<file path="src/rtl/bound_flasher_ctrl.sv">
// ---------------------------------------------------------------------------
// bound_flasher_ctrl
// Next-state logic and 16-lamp level datapath for the bound flasher. The
// external state register holds main_state; this block decides where it goes
// next and owns the lamp level counter.
//
// Ports:
//   clk          in   1   rising-edge clock
//   rst_n        in   1   asynchronous active-low reset
//   flick        in   1   user request, sampled on clk rising edge
//   main_state   in   3   current state from the state register
//   main_state_n out  3   next state for the state register (combinational)
//   lamp         out  16  thermometer code of the level: lamp[i] = (i < L)
// ---------------------------------------------------------------------------
module bound_flasher_ctrl (
  input  logic        clk,
  input  logic        rst_n,
  input  logic        flick,
  input  logic [2:0]  main_state,
  output logic [2:0]  main_state_n,
  output logic [15:0] lamp
);

  typedef enum logic [2:0] {
    INIT  = 3'd0,
    UP_5  = 3'd1,
    DN_0  = 3'd2,
    UP_10 = 3'd3,
    DN_5  = 3'd4,
    UP_15 = 3'd5,
    DN_0F = 3'd6
  } state_t;

  localparam logic [4:0] LEVEL_MAX = 5'd16;

  logic [4:0] level_r;
  logic [4:0] level_next_s;
  logic [4:0] level_inc_s;
  logic [4:0] level_dec_s;
  logic       kick_s;
  logic [15:0] lamp_r;

  // Thermometer decode: bit i lit when i is below the level.
  function automatic logic [15:0] therm(input logic [4:0] lvl);
    logic [15:0] t;
    t = 16'h0000;
    for (int i = 0; i < 16; i++) begin
      t[i] = (5'(i) < lvl) ? 1'b1 : 1'b0;
    end
    return t;
  endfunction

  // Saturating step values so an inconsistent (state, level) pair never wraps.
  always_comb begin
    level_inc_s = 5'd0;
    level_dec_s = 5'd0;
    if (level_r >= LEVEL_MAX) begin
      level_inc_s = LEVEL_MAX;
    end else begin
      level_inc_s = level_r + 5'd1;
    end
    if (level_r == 5'd0) begin
      level_dec_s = 5'd0;
    end else if (level_r > LEVEL_MAX) begin
      level_dec_s = LEVEL_MAX;
    end else begin
      level_dec_s = level_r - 5'd1;
    end
  end

  // Kickback: flick while lamp[5] or lamp[10] is the top lit lamp in UP_10/UP_15.
  always_comb begin
    kick_s = 1'b0;
    if ((main_state == UP_10 || main_state == UP_15) && flick &&
        (level_r == 5'd6 || level_r == 5'd11)) begin
      kick_s = 1'b1;
    end else begin
      kick_s = 1'b0;
    end
  end

  // Next-state and next-level selection.
  always_comb begin
    main_state_n = INIT;
    level_next_s = 5'd0;
    case (main_state)
      INIT: begin
        level_next_s = 5'd0;
        main_state_n = flick ? UP_5 : INIT;
      end
      UP_5: begin
        level_next_s = level_inc_s;
        main_state_n = (level_inc_s == 5'd6) ? DN_0 : UP_5;
      end
      DN_0: begin
        level_next_s = level_dec_s;
        main_state_n = (level_dec_s == 5'd0) ? UP_10 : DN_0;
      end
      UP_10: begin
        if (kick_s) begin
          level_next_s = level_dec_s;
          main_state_n = DN_0;
        end else begin
          level_next_s = level_inc_s;
          main_state_n = (level_inc_s == 5'd11) ? DN_5 : UP_10;
        end
      end
      DN_5: begin
        level_next_s = level_dec_s;
        main_state_n = (level_dec_s == 5'd5) ? UP_15 : DN_5;
      end
      UP_15: begin
        if (kick_s) begin
          level_next_s = level_dec_s;
          main_state_n = DN_5;
        end else begin
          level_next_s = level_inc_s;
          main_state_n = (level_inc_s == LEVEL_MAX) ? DN_0F : UP_15;
        end
      end
      DN_0F: begin
        level_next_s = level_dec_s;
        main_state_n = (level_dec_s == 5'd0) ? INIT : DN_0F;
      end
      default: begin
        level_next_s = 5'd0;
        main_state_n = INIT;
      end
    endcase
  end

  // Level register and registered lamp image; lamp carries no path from flick.
  always_ff @(posedge clk or negedge rst_n) begin
    if (!rst_n) begin
      level_r <= 5'd0;
      lamp_r  <= 16'h0000;
    end else begin
      level_r <= level_next_s;
      lamp_r  <= therm(level_next_s);
    end
  end

  assign lamp = lamp_r;

endmodule

</file>
<file path="config.mk">
export PLATFORM = sky130hd
export DESIGN_NAME = bound_flasher_ctrl
export DESIGN_NICKNAME = d
export VERILOG_FILES = /design/src/rtl/bound_flasher_ctrl.sv
export SDC_FILE = /design/constraint.sdc
export NUM_CORES = 1
export LEC_CHECK = 0
export BUFFER_PORTS_ARGS = -buffer_cell sky130_fd_sc_hd__buf_2
export CORE_MARGIN = 4
export CORE_UTILIZATION = 45
export CTS_CLUSTER_DIAMETER = 40
export DETAILED_ROUTE_END_ITERATION = 10
export PLACE_DENSITY_LB_ADDON = 0.3
export SYNTH_ARGS = -nofsm -noshare
export SYNTH_HDL_FRONTEND = slang
export SYNTH_SLANG_ARGS = --single-unit
</file>
<file path="constraint.sdc">
create_clock -name clk -period 6.9 [get_ports clk]
set_input_delay 0.69 -clock clk [delete_from_list [all_inputs] [get_ports clk]]
set_output_delay 0.69 -clock clk [all_outputs]
set_load 0.005 [all_outputs]
</file>
==> metrics.cfg, run 1 <==
[clock_tree]
holdBufCountCts = 0
cts_resized = 0
clk_pin_slew_worst_paths_ps = 100
cts_buffer_depth = 2
cts_htree_levels = 1
cts_buffers = 3
cts_sinks = 20
post-cts-setup-buffers = 0
insertion_delay_ps = 290
cts_tree = built
cts_root_buf = clkbuf_4

[floorplan]
rows = 18
core_mm2 = 0.002567
dieHeight_um = 60.78
initial_core_util_pct = 48.83
num_io_pins = 25
die_w_um = 60.78
fp.dieArea_mm2 = 0.003694

[synthesis]
synth_cell_types = 48
synth-edff-count = 0
synth-compound-area-share_pct = 24.85
syn_nets = 136
synthMuxAreaShare_pct = 0.7984
synthTopCellsByArea = dfrtp_1, nand2_1, nand3b_4
synth_top_family_by_area = compound AO/OA/AOI/OAI gates
syn_area_mm2 = 0.001254
seq_area_frac_synth_pct = 39.92
netlist_instances = 127
synth-warning-count = 0
ys.flop_type = dfrtp_1
synth-seq-cells = 20
synth_top_area_cell = dfrtp_1
synth-xor-area-share_pct = 3.393
synthAdderAreaFrac_pct = 3.892
synth_area_per_cell_um2 = 9.872
synth_top_area_share_pct = 39.92
synth-simple-area-share_pct = 20.46
async_flop_share_pct = 100.0

[worst_setup_path]
path_class = flip-flop to output port
worstPathMaxFanout = 12
rr_worst_depth = 8
critPathLaunchType = flip-flop
cp-end-kind = output port
cp.required_ps = 6210
arrival_ps = 2440

[place]
gp_congestion = 0.9051
post-dp-hpwl_um = 2003
dpl_cell_area_mm2 = 0.001361
io_buffer_count = 24

[min_path]
worstHoldPathType = primary input to async pin

[global_routing]
grt_pass1_wl_um = 4429
grt.total_usage_pct = 15.89
antenna_found_initial = 0
first_global_vias = 958
gr-total-overflow = 0
grt_max_degree = 21

[routing]
drc_errors = 0
drt_iter0_markers = 37
routed_wl_um = 2619
detail_route.wl_per_cell_um = 14.80
drtAntennaViolNets = 0
drt_first_pass_iters = 4
via_count = 1018
viasPerCell = 5.751

[cells_and_area]
fin_area_mm2 = 0.001398
final_layout_size_suffix_gt1_share_pct = 31.29
finish.utilization_pct = 54.43
area_delta_synth_final_pct = 11.48
diodes = 0
regArea_um2 = 500.5
n_fill_cell = 261
final_cell_mix = buf_2, dfrtp_1, nand2_1
final_common_cell = buf_2
num-nets-final = 157
multiInputGateArea_um2 = 669.4

[pwr]
power_density_mw_per_mm2 = 385.7
p_int_uw = 308.3
clkPwrFrac_pct = 12.0
leakagePower_nw = 0.7361
p_comb_share_pct = 51.4
swShare_pct = 42.81
peakVddDrop_mv = 0.2393
seqPwrFrac_pct = 36.6
switching_power_uw = 230.8

[timing]
finalHoldViolCount = 0
period_share_pct = 45.30
rsz0062_at_grt = false
fin_setup_tns_ps = 0
relSlewSlack_pct = 67.25
tightest_slew_ps = 491.2
hold_ws_ps = 308.5
max_freq_ghz = 0.3200
period_needed_ps = 3125
fin_skew_ps = 2.259
slew_violations = 0
setup_viol = 0

[status]
status = finished clean

[run]
max_cap_viol_count = 0

[power by group through the flow]
stage / clock [mW] / sequential (mW) / combinational [mW]
after floorplan: 0 / 0.181 / 0.224
after global placement: 0 / 0.198 / 0.275
after detailed placement: 0 / 0.200 / 0.278
after CTS: 0.0662 / 0.198 / 0.278
after global routing: 0.0740 / 0.205 / 0.307
final: 0.0647 / 0.197 / 0.277
[critical path, cell delays in order (launching register included)]
cell and delay (ps):
dfrtp_1 590, inv_1 160, ha_1 400, a31oi_1 110
nor3_1 290, nand2_1 100, o211a_1 140, o31ai_1 210
buf_2 150
[cells in the mapped netlist (2+ instances only)]
| cell type | count |
|---|---|
| or3_1 | 2 |
| nor2b_1 | 2 |
| nand3b_4 | 2 |
| buf_6 | 2 |
| clkbuf_1 | 4 |
| inv_1 | 6 |
| o31ai_1 | 3 |
| nor2_1 | 8 |
| o21ai_1 | 7 |
| o21ai_0 | 3 |
| ha_1 | 3 |
| dfrtp_1 | 20 |
| nor3_1 | 4 |
| nand2b_1 | 6 |
| nand3_1 | 2 |
| nand2_1 | 12 |
| xnor2_1 | 3 |
| inv_2 | 3 |
| a21oi_1 | 4 |
| a21o_1 | 2 |
| a211oi_1 | 2 |
[path summary, 6_finish.rpt]
check	from	end	slack (ps)
max	level_r[0]$_DFF_PN0_	main_state_n[0]	3770
min	rst_n	lamp[2]$_DFF_PN0_	310
max reg2reg	level_r[0]$_DFF_PN0_	lamp[12]$_DFF_PN0_	4450
min reg2reg	level_r[0]$_DFF_PN0_	level_r[0]$_DFF_PN0_	700
max in group asynchronous	rst_n	level_r[0]$_DFF_PN0_	6300
min in group clk	level_r[0]$_DFF_PN0_	level_r[0]$_DFF_PN0_	700
[flip-flops by register name, indices dropped and copies added, names as in the netlist]
register	cells
lamp	16
level_r	4
[cells by family (layout without fill, tap and decap cells)]
family | after synthesis | count (layout)
AND/OR/NAND/NOR | 45 | 45
AO/OA/AOI/OAI | 36 | 36
multiplexers | 1 | 1
XOR/XNOR | 4 | 4
adder cells (fa/ha/maj) | 4 | 4
buffers and inverters | 17 | 37
flip-flops | 20 | 20
[layout make-up]
class,count,area share (%)
clock buffers,4,2.596
inverters,9,2.417
multi-input cells,90,47.90
flip-flops and latches,20,35.81
well taps,30,2.686
repair buffers,24,8.594
[metal layers]
layer / vias up / GRT usage (%) / part of all wire (%)
li1: 492 / - / -
met1: 491 / 20.29 / 44
met2: 28 / 26.11 / 48
met3: 7 / 3.404 / 5.7
met4: 0 / 6.502 / 1.8
met5: - / 0 / 0
[per-stage QoR]
stage	total power, mW	instances	worst slack (ps)
2_1_floorplan	0.4053	127	4362
3_3_place_gp	0.4724	173	4257
3_5_place_dp	0.4774	173	4137
4_1_cts	0.5419	177	3796
5_1_grt	0.5859	177	3581
6_report	0.5391	177	3775
No activity file was read; power rests on OpenSTA's default activity.
==> run 2, diff against run 1 <==
clock period = 2.9 ns   (was 6.9 ns; I/O delays follow)
==> run 2 against run 1 <==
  * Sequential share of layout area is 0.15 points higher
  * Utilization is 0.098 points lower
  * Total power is 130% higher
  * Worst setup slack worse by 3500 ps
  * First-iteration DRC count is 57% higher
  * Clock power is 82% higher
  * Clock skew is 2.7 ps higher
  * Cell count stayed put
  * Largest power group unchanged
==> metrics.cfg, run 2 (same netlist as run 1, synthesis figures left out) <==
[cells_and_area]
num-nets-final = 158
final_cell_mix = buf_2, dfrtp_1, nand2_1
final_common_cell = buf_2
final_layout_size_suffix_gt1_share_pct = 31.29
diodes = 0
largest_register_ffs = 16
area_delta_synth_final_pct = 11.28

[global_routing]
grt_pass1_wl_um = 4581
grt.total_usage_pct = 16.11
top_usage_layer = met2
met2_usage_pct = 26.41
met1_usage_pct = 21.49
met3_usage_pct = 2.128
antenna_found_initial = 0
grt_max_degree = 21
first_global_vias = 1014
gr-total-overflow = 0

[worst_setup_path]
critPathCapture = main_state_n[0]
worstPathMaxFanout = 12
cp-end-kind = output port
crit_buf_inv = 2
cp.required_ps = 2610
path_delay_family = flip-flops
cp-startpoint = level_r[0]$_DFF_PN0_
cp_cell_sequence = inv_1, ha_1, a31oi_1, nor3_1, nand2_1, o211a_1, o31ai_1, buf_2
path_class = flip-flop to output port
r2r-end = lamp[6]$_DFF_PN0_
critPathLaunchType = flip-flop
crit_slowest_cell = dfrtp_2
worst-path-stages = 8
cp_slowest_stage_delay_ps = 500
r2r_slack_ps = 600
rr_worst_depth = 9
r2r-start = level_r[0]$_DFF_PN0_
arrival_ps = 2300

[routing]
viasPerCell = 5.734
drc_errors = 0
via_count = 1015
drtAntennaViolNets = 0
drt_iter0_markers = 58
detail_route.wl_per_cell_um = 14.67
routed_wl_um = 2597
drt_first_pass_iters = 4

[timing]
period_needed_ps = 2591
slew_violations = 0
fin_skew_ps = 4.995
finalHoldViolCount = 0
fin_setup_tns_ps = 0
tightest_slew_ps = 494.8
fin_ws_ps = 308.8
rsz0062_at_grt = false
relSlewSlack_pct = 67.01
period_share_pct = 89.35
setup_viol = 0
max_freq_ghz = 0.3859

[floorplan]
rows = 18
fp.dieArea_mm2 = 0.003694
dieHeight_um = 60.78
core_mm2 = 0.002567
initial_core_util_pct = 48.83
num_io_pins = 25
die_w_um = 60.78

[clock_tree]
cts_sinks = 20
post-cts-setup-buffers = 0
cts_htree_levels = 1
cts_buffer_depth = 2
cts_tree = built
cts_root_buf = clkbuf_4
insertion_delay_ps = 290
cts_buffers = 3
clk_pin_slew_worst_paths_ps = 90

[place]
gp_congestion = 0.8644
post-dp-hpwl_um = 2016
io_buffer_count = 24
pre_cts_slack_ps = 507.7

[min_path]
hp-start = main_state[2]
worstHoldPathType = primary input to flip-flop

[pwr]
power_density_mw_per_mm2 = 896.6
leakagePower_nw = 0.7319
peakVddDrop_mv = 0.5629

[run]
max_cap_viol_count = 0

[status]
status = finished clean

## run 2: cell types whose count changed in the layout (fill, tap and decap cells not counted)
cell,change
clkbuf_8,-1
dfrtp_1,-1
dfrtp_2,+1
dlygate4sd3_1,+1
## run 2: routing by layer
metal	vias to the layer above	share of wire [%]
met4	0	2.5
met5	-	0
met1	485	45
met3	8	5.0
met2	29	47
li1	493	-
## run 2: area by class of cell
class	instances	area (µm²)
tap	30	37.54
multi-input combinational	90	669.4
timing repair buffer	25	130.1
sequential	20	501.7
clock buffer	3	22.52
fill	237	1172
inverter	9	33.78
## run 2: worst min-delay path by stage
stage,to,slack (ps),cells after the start
2_1_floorplan,lamp[0]$_DFF_PN0_,-6,0
3_3_place_gp,lamp[3]$_DFF_PN0_,240,1
3_5_place_dp,lamp[2]$_DFF_PN0_,250,1
4_1_cts,level_r[2]$_DFF_PN0_,400,2
5_1_grt,level_r[2]$_DFF_PN0_,420,2
6_report,level_r[2]$_DFF_PN0_,420,2
## run 2: worst reg2reg max path: stages (launching register included)
cell      delay [ps]
dfrtp_2          500
inv_1            140
ha_1             220
nand3b_4         100
a21oi_2          270
maj3_2           340
o32a_2           240
inv_2             80
nor2_2           200
o21ai_1          100
## run 2: stage by stage
stage / hold WS, ps / cell area [µm²] / power (mW) / utilization, % / instances
2_1_floorplan: -5.591 / 1254 / 0.9644 / - / 127
3_3_place_gp: 241.1 / 1361 / 1.125 / 53.02 / 173
3_5_place_dp: 245.4 / 1361 / 1.136 / 53.02 / 173
4_1_cts: 401.6 / 1394 / 1.261 / 54.29 / 177
5_1_grt: 418.3 / 1395 / 1.381 / 54.34 / 177
6_report: 415.5 / 1395 / 1.251 / 54.34 / 177
## run 2: report_power, final
| part | total (mW) | switching (mW) | internal (mW) |
|---|---|---|---|
| clock network | 0.118 | 0.0697 | 0.0482 |
| logic | 0.661 | 0.380 | 0.282 |
| registers | 0.471 | 0.0925 | 0.379 |
## run 2: timing repair
item	in CTS	in global routing
hold buffers	1	0
setup endpoints to repair	0	1
endpoints found under the hold margin	20	0
resized for setup	0	1
